[src/rtl/inst_fetch.sv]
// inst_fetch: owns the PC, issues one-cycle-latency reads to inst_mem and hands
// words to decode over valid/ready. Define FETCH_WRAP_EN to wrap the PC at the end of memory.
module inst_fetch #(
   parameter int INST_WIDTH = 32,
   parameter int MEM_SIZE   = 16,
   parameter int RESET_PC   = 0,
   localparam int AW        = $clog2(MEM_SIZE)
) (
   input  logic                  clk,
   input  logic                  rst_n,
   input  logic                  en,
   input  logic                  redirect_valid,
   input  logic [AW-1:0]         redirect_pc,
   output logic                  mem_rd_en,
   output logic [AW-1:0]         mem_rd_addr,
   input  logic [INST_WIDTH-1:0] mem_instruction,
   output logic                  out_valid,
   input  logic                  out_ready,
   output logic [INST_WIDTH-1:0] out_instr,
   output logic [AW-1:0]         out_pc
);

   localparam logic [AW-1:0] LAST_PC  = AW'(MEM_SIZE - 1);
   localparam logic [AW-1:0] START_PC = AW'(RESET_PC);

   logic [AW-1:0] pc;
   logic [AW-1:0] mem_pc;
   logic          mem_vld;
   logic          halted;
   logic          capture;
   logic          issue;

   // The memory output register is only read when it is moving into the output register,
   // and a new read is only allowed once the old word has left (or leaves this cycle).
   always_comb begin
      capture = mem_vld & ~redirect_valid & (~out_valid | out_ready);
      issue   = en & ~halted & ~redirect_valid & (~mem_vld | capture);
   end

   assign mem_rd_en   = rst_n & issue;
   assign mem_rd_addr = rst_n ? pc : '0;

   always_ff @(posedge clk or negedge rst_n) begin
      if (!rst_n) begin
         pc        <= START_PC;
         mem_vld   <= 1'b0;
         mem_pc    <= '0;
         halted    <= 1'b0;
         out_valid <= 1'b0;
         out_instr <= '0;
         out_pc    <= '0;
      end else if (redirect_valid) begin
         pc        <= redirect_pc;
         mem_vld   <= 1'b0;
         out_valid <= 1'b0;
         halted    <= 1'b0;
      end else begin
         if (capture) begin
            out_instr <= mem_instruction;
            out_pc    <= mem_pc;
            out_valid <= 1'b1;
         end else if (out_valid && out_ready) begin
            out_valid <= 1'b0;
         end

         if (issue) begin
            mem_vld <= 1'b1;
            mem_pc  <= pc;
            // Wrap is an explicit compare so non-power-of-two depths behave correctly.
            if (pc == LAST_PC) begin
`ifdef FETCH_WRAP_EN
               pc <= '0;
`else
               halted <= 1'b1;
`endif
            end else begin
               pc <= pc + AW'(1);
            end
         end else if (capture) begin
            mem_vld <= 1'b0;
         end
      end
   end

endmodule
[config.mk]
export PLATFORM = sky130hd
export DESIGN_NAME = inst_fetch
export DESIGN_NICKNAME = d
export VERILOG_FILES = /design/src/rtl/inst_fetch.sv
export SDC_FILE = /design/constraint.sdc
export NUM_CORES = 1
export LEC_CHECK = 0
export CORE_MARGIN = 3
export CORE_UTILIZATION = 30
export CTS_BUF_LIST = sky130_fd_sc_hd__clkbuf_2 sky130_fd_sc_hd__clkbuf_4 sky130_fd_sc_hd__clkbuf_8
export DETAILED_ROUTE_END_ITERATION = 12
export RECOVER_POWER = 25
export SLEW_MARGIN = 20
export SYNTH_ARGS = -nofsm -noshare
export SYNTH_HDL_FRONTEND = slang
export SYNTH_SLANG_ARGS = --single-unit
[constraint.sdc]
create_clock -name clk -period 1.5 [get_ports clk]
set_clock_uncertainty 0.15 [all_clocks]
set_input_delay 0.15 -clock clk [delete_from_list [all_inputs] [get_ports clk]]
set_output_delay 0.15 -clock clk [all_outputs]
set_load 0.05 [all_outputs]
Yosys cells after proc, flatten, opt, wreduce, memory -nomap -nowiden. Index checks and enable logic that the tools add are counted.

Bits in registers: 47. Bits of input ports: 41. Output and inout bits: 42. Word-level logic and storage cells: 44.

Add/sub/neg operators: 1. Equality and inequality tests: 2. Mux-type cells: 13. Bitwise operators: 12. Reductions and logical operators: 9.

Operators with widths (count): $mux W4 (4); $mux W1 (9); $reduce_and A2 Y1 (4); $and A1 B1 Y1 (6); $reduce_bool A3 Y1 (2); $add A4 B1 Y4 const B (1); $eq A4 B4 Y1 const B (1); $not A1 Y1 (4); $reduce_bool A2 Y1 (2); $ne A2 B2 Y1 const B (1); $or A1 B1 Y1 (2); $logic_and A1 B1 Y1 (1).

Depth between registers and ports, before layout. Gate-level depths: netlist of the first run.

Depth in word-level cells: 7. Gate-level depth with buffers: 5. Depth with buffers taken out: 4.

Worst setup path after synthesis of the first run. OpenSTA, ideal clock, no wires.

Kind: register to output. Start: reg out_valid. End: out mem_rd_en. Data arrival time: 1.710 ns. Required time: 1.200 ns. Setup slack: -0.510 ns. Stages on the path, launching flop included: 4. Path buffers: 0. Cell sequence: dfrtp_1 nand3b_1 nand3_1 nor2_1.

Word-level cells in the longest chain between the ends: 6.

Ends and longest elaborated chain: start: declaration (RTL line 17) `output logic out_valid,`; start signal: assignment (RTL line 49) `out_valid <= 1'b0;`; start signal: assignment (RTL line 55) `out_valid <= 1'b0;`; start signal: assignment (RTL line 61) `out_valid <= 1'b1;`; $not A1 Y1 (RTL line 36) `capture = mem_vld & ~redirect_valid & (~out_valid | out_ready);`; $or A1 B1 Y1 (RTL line 36); $and A1 B1 Y1 (RTL line 36); $or A1 B1 Y1 (RTL line 37) `issue = en & ~halted & ~redirect_valid & (~mem_vld | capture);`; $and A1 B1 Y1 (RTL line 37); $and A1 B1 Y1 (RTL line 40) `assign mem_rd_en = rst_n & issue;`; end: declaration (RTL line 14) `output logic mem_rd_en,`.

No other way between the ends.

Worst setup path in the final report of the first run.
Start: reg out_valid. End: reg out_instr[23].

Word-level cells in the longest chain between the ends: 4.

Ends and longest elaborated chain: $not A1 Y1 (RTL line 36); $or A1 B1 Y1 (RTL line 36); $and A1 B1 Y1 (RTL line 36); $reduce_and A2 Y1 (no line); end signal: assignment (RTL line 59) `out_instr <= mem_instruction;`; end: declaration (RTL line 19) `output logic [INST_WIDTH-1:0] out_instr,`.

No other way between the ends. A chain may end at the register's enable or synchronous reset.

==> flow_summary.ini, run 1 <==
[status]
status = finished with violations
failed_checks = negative setup slack

[finish]
final_net_count = 277
num_antenna_cells = 0
drive_above_1_share_pct = 34.7
finalNonFillerCells = 311
area_growth_pct = 75.5

[logic_synthesis]
ys_ff_latch = 47
ys_seq_area_share_pct = 61.4
synth_fp_nets = 174
syn-instance-count = 132
synthDominantCellAreaShare_pct = 61.4
synth_area_leaders = dfrtp_1, mux2_1, buf_6, o31ai_1, a31oi_1
synth.distinct_cells = 25
avgSynthCellArea_sq_um = 14.5
post_synth_instance_area_sq_mm = 0.00192
yosysWarnings = 0
synth_top_area_cell = dfrtp_1

[placed_design]
place_inst = 300
io_buffers = 82
hpwl_um = 3470
dpl_worst_slack_ns = -0.360
place_congestion = 0.777

[floorplanning]
core.rowCount = 28
die_x_um = 85.9
ios = 83
coreArea_sq_mm = 0.00606
die_area_sq_mm = 0.00738
die_y_um = 85.9
start_util_pct = 31.6

[clock_network]
root_buffer = clkbuf_8
h-tree-depth = 2
clk_path_buf_depth = 2
clock_sinks = 47
tritoncts = yes
numCtsBuffers = 5
clk_pin_slew_ns = 0.08
clk_latency_ns = 0.29

[pwr]
vdd_drop_max_uv = 756
power.total_mw = 4.79
p_leak_nw = 1.47
power_density_mw_per_mm2 = 1420

[setup_path]
endpoint_kind = flip-flop
path_class = reg2reg
worstPathRequired_ns = 1.52
crit_fanout = 26
timing.critical_path.buf_inv = 1
worstPathCellList = nor2b_4, nor3b_4, buf_12, mux2_1
path_delay_family = flip-flops
critPathSlowestCell = dfrtp_2
start_kind = flip-flop
slowest_delay_ns = 0.42
cp.arrival_ns = 1.65

[timing]
layout_setup_ws_ns = -0.129
finalHoldViolations = 0
worst_pin_slew_ns = 0.529
timing.final.crit_share_pct = 109
finalMaxSlewViolations = 0
tns_ns = -4.43
max-slew-margin-rel_pct = 64.7
setup-violations-final = 42
rsz0062_at_grt = yes
fin_crit_ns = 1.63
fmax_mhz = 614

[global_route]
grt_use_total_pct = 12.9
overflow = 0
antenna_found_initial = 0
grt_pass1_wl_um = 7490
grt_pass1_vias = 1541
grt_max_degree = 38

[routing]
routed-via-count = 1453
routed_via_density = 4.67
wl_per_cell_um = 14.7
drt-total-wl_um = 4570
drt-pass1-iter-count = 4
drc = 0
dr.first_iter.drc_count = 35
antenna_left = 0

[hold_path]
hold_path.class = in2async

[run]
drv_cap = 0
-- logic make-up (layout without fill, tap and decap cells) --
kind of cell | after synthesis | count (layout) | synth area share [%]
DFF | 47 | 47 | 61.4
buffers and inverters | 7 | 111 | 2.81
AOI/OAI and AO/OA | 11 | 11 | 4.05
muxes | 40 | 40 | 23.5
and+or+nand+nor | 26 | 26 | 7.64
adders and majority gates | 1 | 1 | 0.653
-- worst register-to-register path, cell delays in order (launching register included) --
cell	delay, ns
dfrtp_2	0.42
nor2b_4	0.14
nor3b_4	0.23
buf_12	0.22
mux2_1	0.35
-- per-layer routing --
metal / up-vias / routed length, um / GRT usage (%)
met5: - / 0 / 0
met4: 0 / 29 / 2.73
met3: 5 / 336 / 3.55
met2: 69 / 2120 / 21.5
met1: 702 / 2090 / 16.7
li1: 677 / - / -
-- sequential cells by signal, indices dropped and copies added, names as in the netlist --
| name | cells |
|---|---|
| pc | 4 |
| halted | 1 |
| mem_vld | 1 |
| out_pc | 4 |
| mem_pc | 4 |
| out_instr | 32 |
| out_valid | 1 |
-- cells in the final DEF (no fill, tap or decap), types with 4 or more instances in the layout --
master / instances
a31oi_1: 4
buf_12: 32
buf_4: 13
clkbuf_2: 11
clkbuf_8: 6
clkdlybuf4s50_1: 39
dfrtp_1: 46
mux2_1: 38
nor2_1: 4
o31ai_1: 4
-- per-stage QoR --
stage	cell area, sq um	util, %	hold WS, ns
floorplan	1950	-	-0.296
global placement	3370	55.6	-0.166
detailed placement	3370	55.6	-0.159
CTS	3510	58.0	0.156
global route	3360	55.5	0.272
finish	3360	55.5	0.288
-- synth_stat cells, drive strengths merged --
| library cell | instances |
|---|---|
| ha | 1 |
| and3b | 1 |
| nor2 | 5 |
| nor3b | 1 |
| mux2 | 40 |
| inv | 2 |
| a41oi | 1 |
| dfrtp | 47 |
| nand2b | 1 |
| a31oi | 4 |
| nand2 | 3 |
| o31ai | 4 |
| a21oi | 1 |
| nand3b | 1 |
| a2bb2oi | 1 |
| nand3 | 2 |
| nand4 | 1 |
| buf | 5 |
| and3 | 2 |
| nor4 | 2 |
| nor2b | 2 |
| and2 | 4 |
| or4 | 1 |
-- power by group --
part	switching [mW]	total (mW)	internal (mW)
Combinational	1.19	2.25	1.05
Clock	0.386	0.776	0.390
Sequential	0.226	1.77	1.54
-- final timing paths --
path                            endpoint  slack, ns  depth (start not counted)           start
max in group asynchronous      out_valid       0.20                          3           rst_n
min in group clk                   pc[0]       0.29                          3  redirect_pc[0]
max                        out_instr[23]      -0.13                          4       out_valid
min                              mem_vld       0.29                          2           rst_n
max reg2reg                out_instr[23]      -0.13                          4       out_valid
min reg2reg                out_instr[30]       0.34                          1   out_instr[30]
-- layout make-up --
type	instances	area, sq um
clock buffer	7	90.1
timing repair buffer	101	1230
fill	522	2700
tap	75	93.8
multi-input combinational	78	756
inverter	2	7.51
sequential	47	1180
clock inverter	1	5.00
-- timing repair --
item | CTS | global route
gates resized for setup | 5 | 7
endpoints found under the hold margin | 47 | 0
pin swaps | 2 | 2
hold buffers | 1 | 0
endpoints found under the setup margin | 38 | 47
buffers inserted | 2 | 0
Note: power is estimated with default switching activity, not from simulation.
==> run 2: changes to the inputs <==
GPL_TIMING_DRIVEN = 0   (was default)
PLACE_DENSITY = 0.72   (was default)
==> run 2 against run 1 <==
Via count is 1.4% higher. Cell count is 0.64% higher. Utilization is 2.8 points lower. First-iteration DRC count is 34% lower. Final area is 5.1% lower. Power is 8.9% lower. Non-clock buffer count is 2 higher. The flow finishes with violations (negative hold slack, negative setup slack). Sequential share of layout area is 2.0 points higher. Wire length is 3.5% higher. Critical endpoint is now out_instr[21]. Global-route usage is 0.32 points higher.
==> flow_summary.ini, run 2 (synthesized netlist as in run 1, its figures left out) <==
[placed_design]
dpl_worst_slack_ns = -0.919
place_congestion = 0.859
place_inst = 288
place_area_sq_mm = 0.00285
io_buffers = 81

[finish]
drive_above_1_share_pct = 40.3
finalNonFillerCells = 313
final_common_cell = dfrtp_1
num_antenna_cells = 0
final_area_sq_mm = 0.00319
fillers = 531
final_net_count = 279
mostFrequentLayoutCells = dfrtp_1, clkdlybuf4s50_1, mux2_4
area_growth_pct = 66.5
largest-register = out_instr
largest_register_ffs = 32

[timing]
timing.final.crit_share_pct = 114
fmax_mhz = 584
tns_ns = -5.46
rsz0062_at_grt = yes
hold_slack_ns = -0.377
layout_setup_ws_ns = -0.213
worst_pin_slew_ns = 0.494
fin_crit_ns = 1.71
finalMaxSlewViolations = 0
finalHoldViolations = 47
max-slew-margin-rel_pct = 67.2
setup-violations-final = 38

[clock_network]
clk_latency_ns = 0.29
clk_path_buf_depth = 2
h-tree-depth = 2
tritoncts = yes
clock_sinks = 47
numCtsBuffers = 5
root_buffer = clkbuf_8
clk_pin_slew_ns = 0.08

[global_route]
top_usage_layer = met2
grt_max_degree = 53
overflow = 0
antenna_found_initial = 0
use_met3_pct = 3.17
grt_pass1_vias = 1547
met2_usage_pct = 21.0
grt_pass1_wl_um = 7780
use_met1_pct = 17.8
grt_use_total_pct = 13.2

[setup_path]
worstPathRequired_ns = 1.53
crit_fanout = 7
regToRegSetupSlack_ns = -0.21
path_class = reg2reg
endpoint_kind = flip-flop
cp.arrival_ns = 1.75
r2r-end = out_instr[21]
start_kind = flip-flop
r2r_start = out_valid
crit_start = out_valid
r2r_cells = 6

[floorplanning]
die_y_um = 85.9
die_x_um = 85.9
core.rowCount = 28
ios = 83
coreArea_sq_mm = 0.00606
start_util_pct = 31.6
die_area_sq_mm = 0.00738

[routing]
routed_via_density = 4.71
routed-via-count = 1474
dr.first_iter.drc_count = 23
drt-pass1-iter-count = 4
drt-total-wl_um = 4730
wl_per_cell_um = 15.1
drc = 0
antenna_left = 0

[hold_path]
hold_path.class = in2async

[status]
failed_checks = negative hold slack, negative setup slack
status = finished with violations

[pwr]
power_density_mw_per_mm2 = 1370
p_leak_nw = 1.44
power.total_mw = 4.36
vdd_drop_max_uv = 718

[run]
drv_cap = 0
-- run 2: how the worst max path moves through the flow --
stage	endpoint	slack, ns	cells after the start
after CTS	out_instr[21]	-0.22	6
after global routing	out_instr[27]	-0.26	6
after detailed placement	mem_rd_en	-0.92	5
final	out_instr[21]	-0.21	6
after global placement	mem_rd_addr[1]	-2.24	3
after floorplan	out_instr[10]	-0.22	5
-- run 2: timing repair --
item / CTS / global route
endpoints found under the setup margin: 83 / 82
hold endpoints to repair: 50 / 48
gates resized for setup: 116 / 66
hold buffers: 2 / 1
buffers inserted: 12 / 4
cloned: 2 / 0
-- run 2: critical path, stage by stage, from the launching register on --
cell and delay [ns]:
dfrtp_2 0.42, nor2b_4 0.13, nor3b_2 0.17, buf_6 0.19
buf_12 0.12, buf_8 0.11, mux2_4 0.30
-- run 2: area by class of cell --
type | count | area [sq um] | area share [%]
clock inverters | 1 | 5.00 | 0.157
multi-input cells | 78 | 860 | 26.9
well taps | 75 | 93.8 | 2.94
plain buffers | 5 | 61.3 | 1.92
inverters | 2 | 7.51 | 0.235
flip-flops and latches | 47 | 1180 | 37.0
clock buffers | 7 | 83.8 | 2.63
repair buffers | 98 | 900 | 28.2
-- run 2: report_power, final --
part           internal [mW]  leakage, nW  switching (mW)
logic                  0.698        0.838            1.20
clock network          0.364       0.0491           0.408
registers               1.54        0.557           0.154
total                   2.60         1.44            1.76
-- run 2: routing by layer --
| metal | vias up | wire length, um |
|---|---|---|
| li1 | 681 | - |
| met1 | 736 | 2100 |
| met2 | 52 | 2280 |
| met3 | 5 | 303 |
| met4 | 0 | 42 |
| met5 | - | 0 |
-- run 2: metrics by stage --
stage | hold WS [ns] | util [%]
detailed placement | 0.0665 | 47.0
floorplan | -0.296 | -
global placement | 0.304 | 47.0
CTS | -0.359 | 53.5
finish | -0.377 | 52.7
global route | -0.346 | 52.7
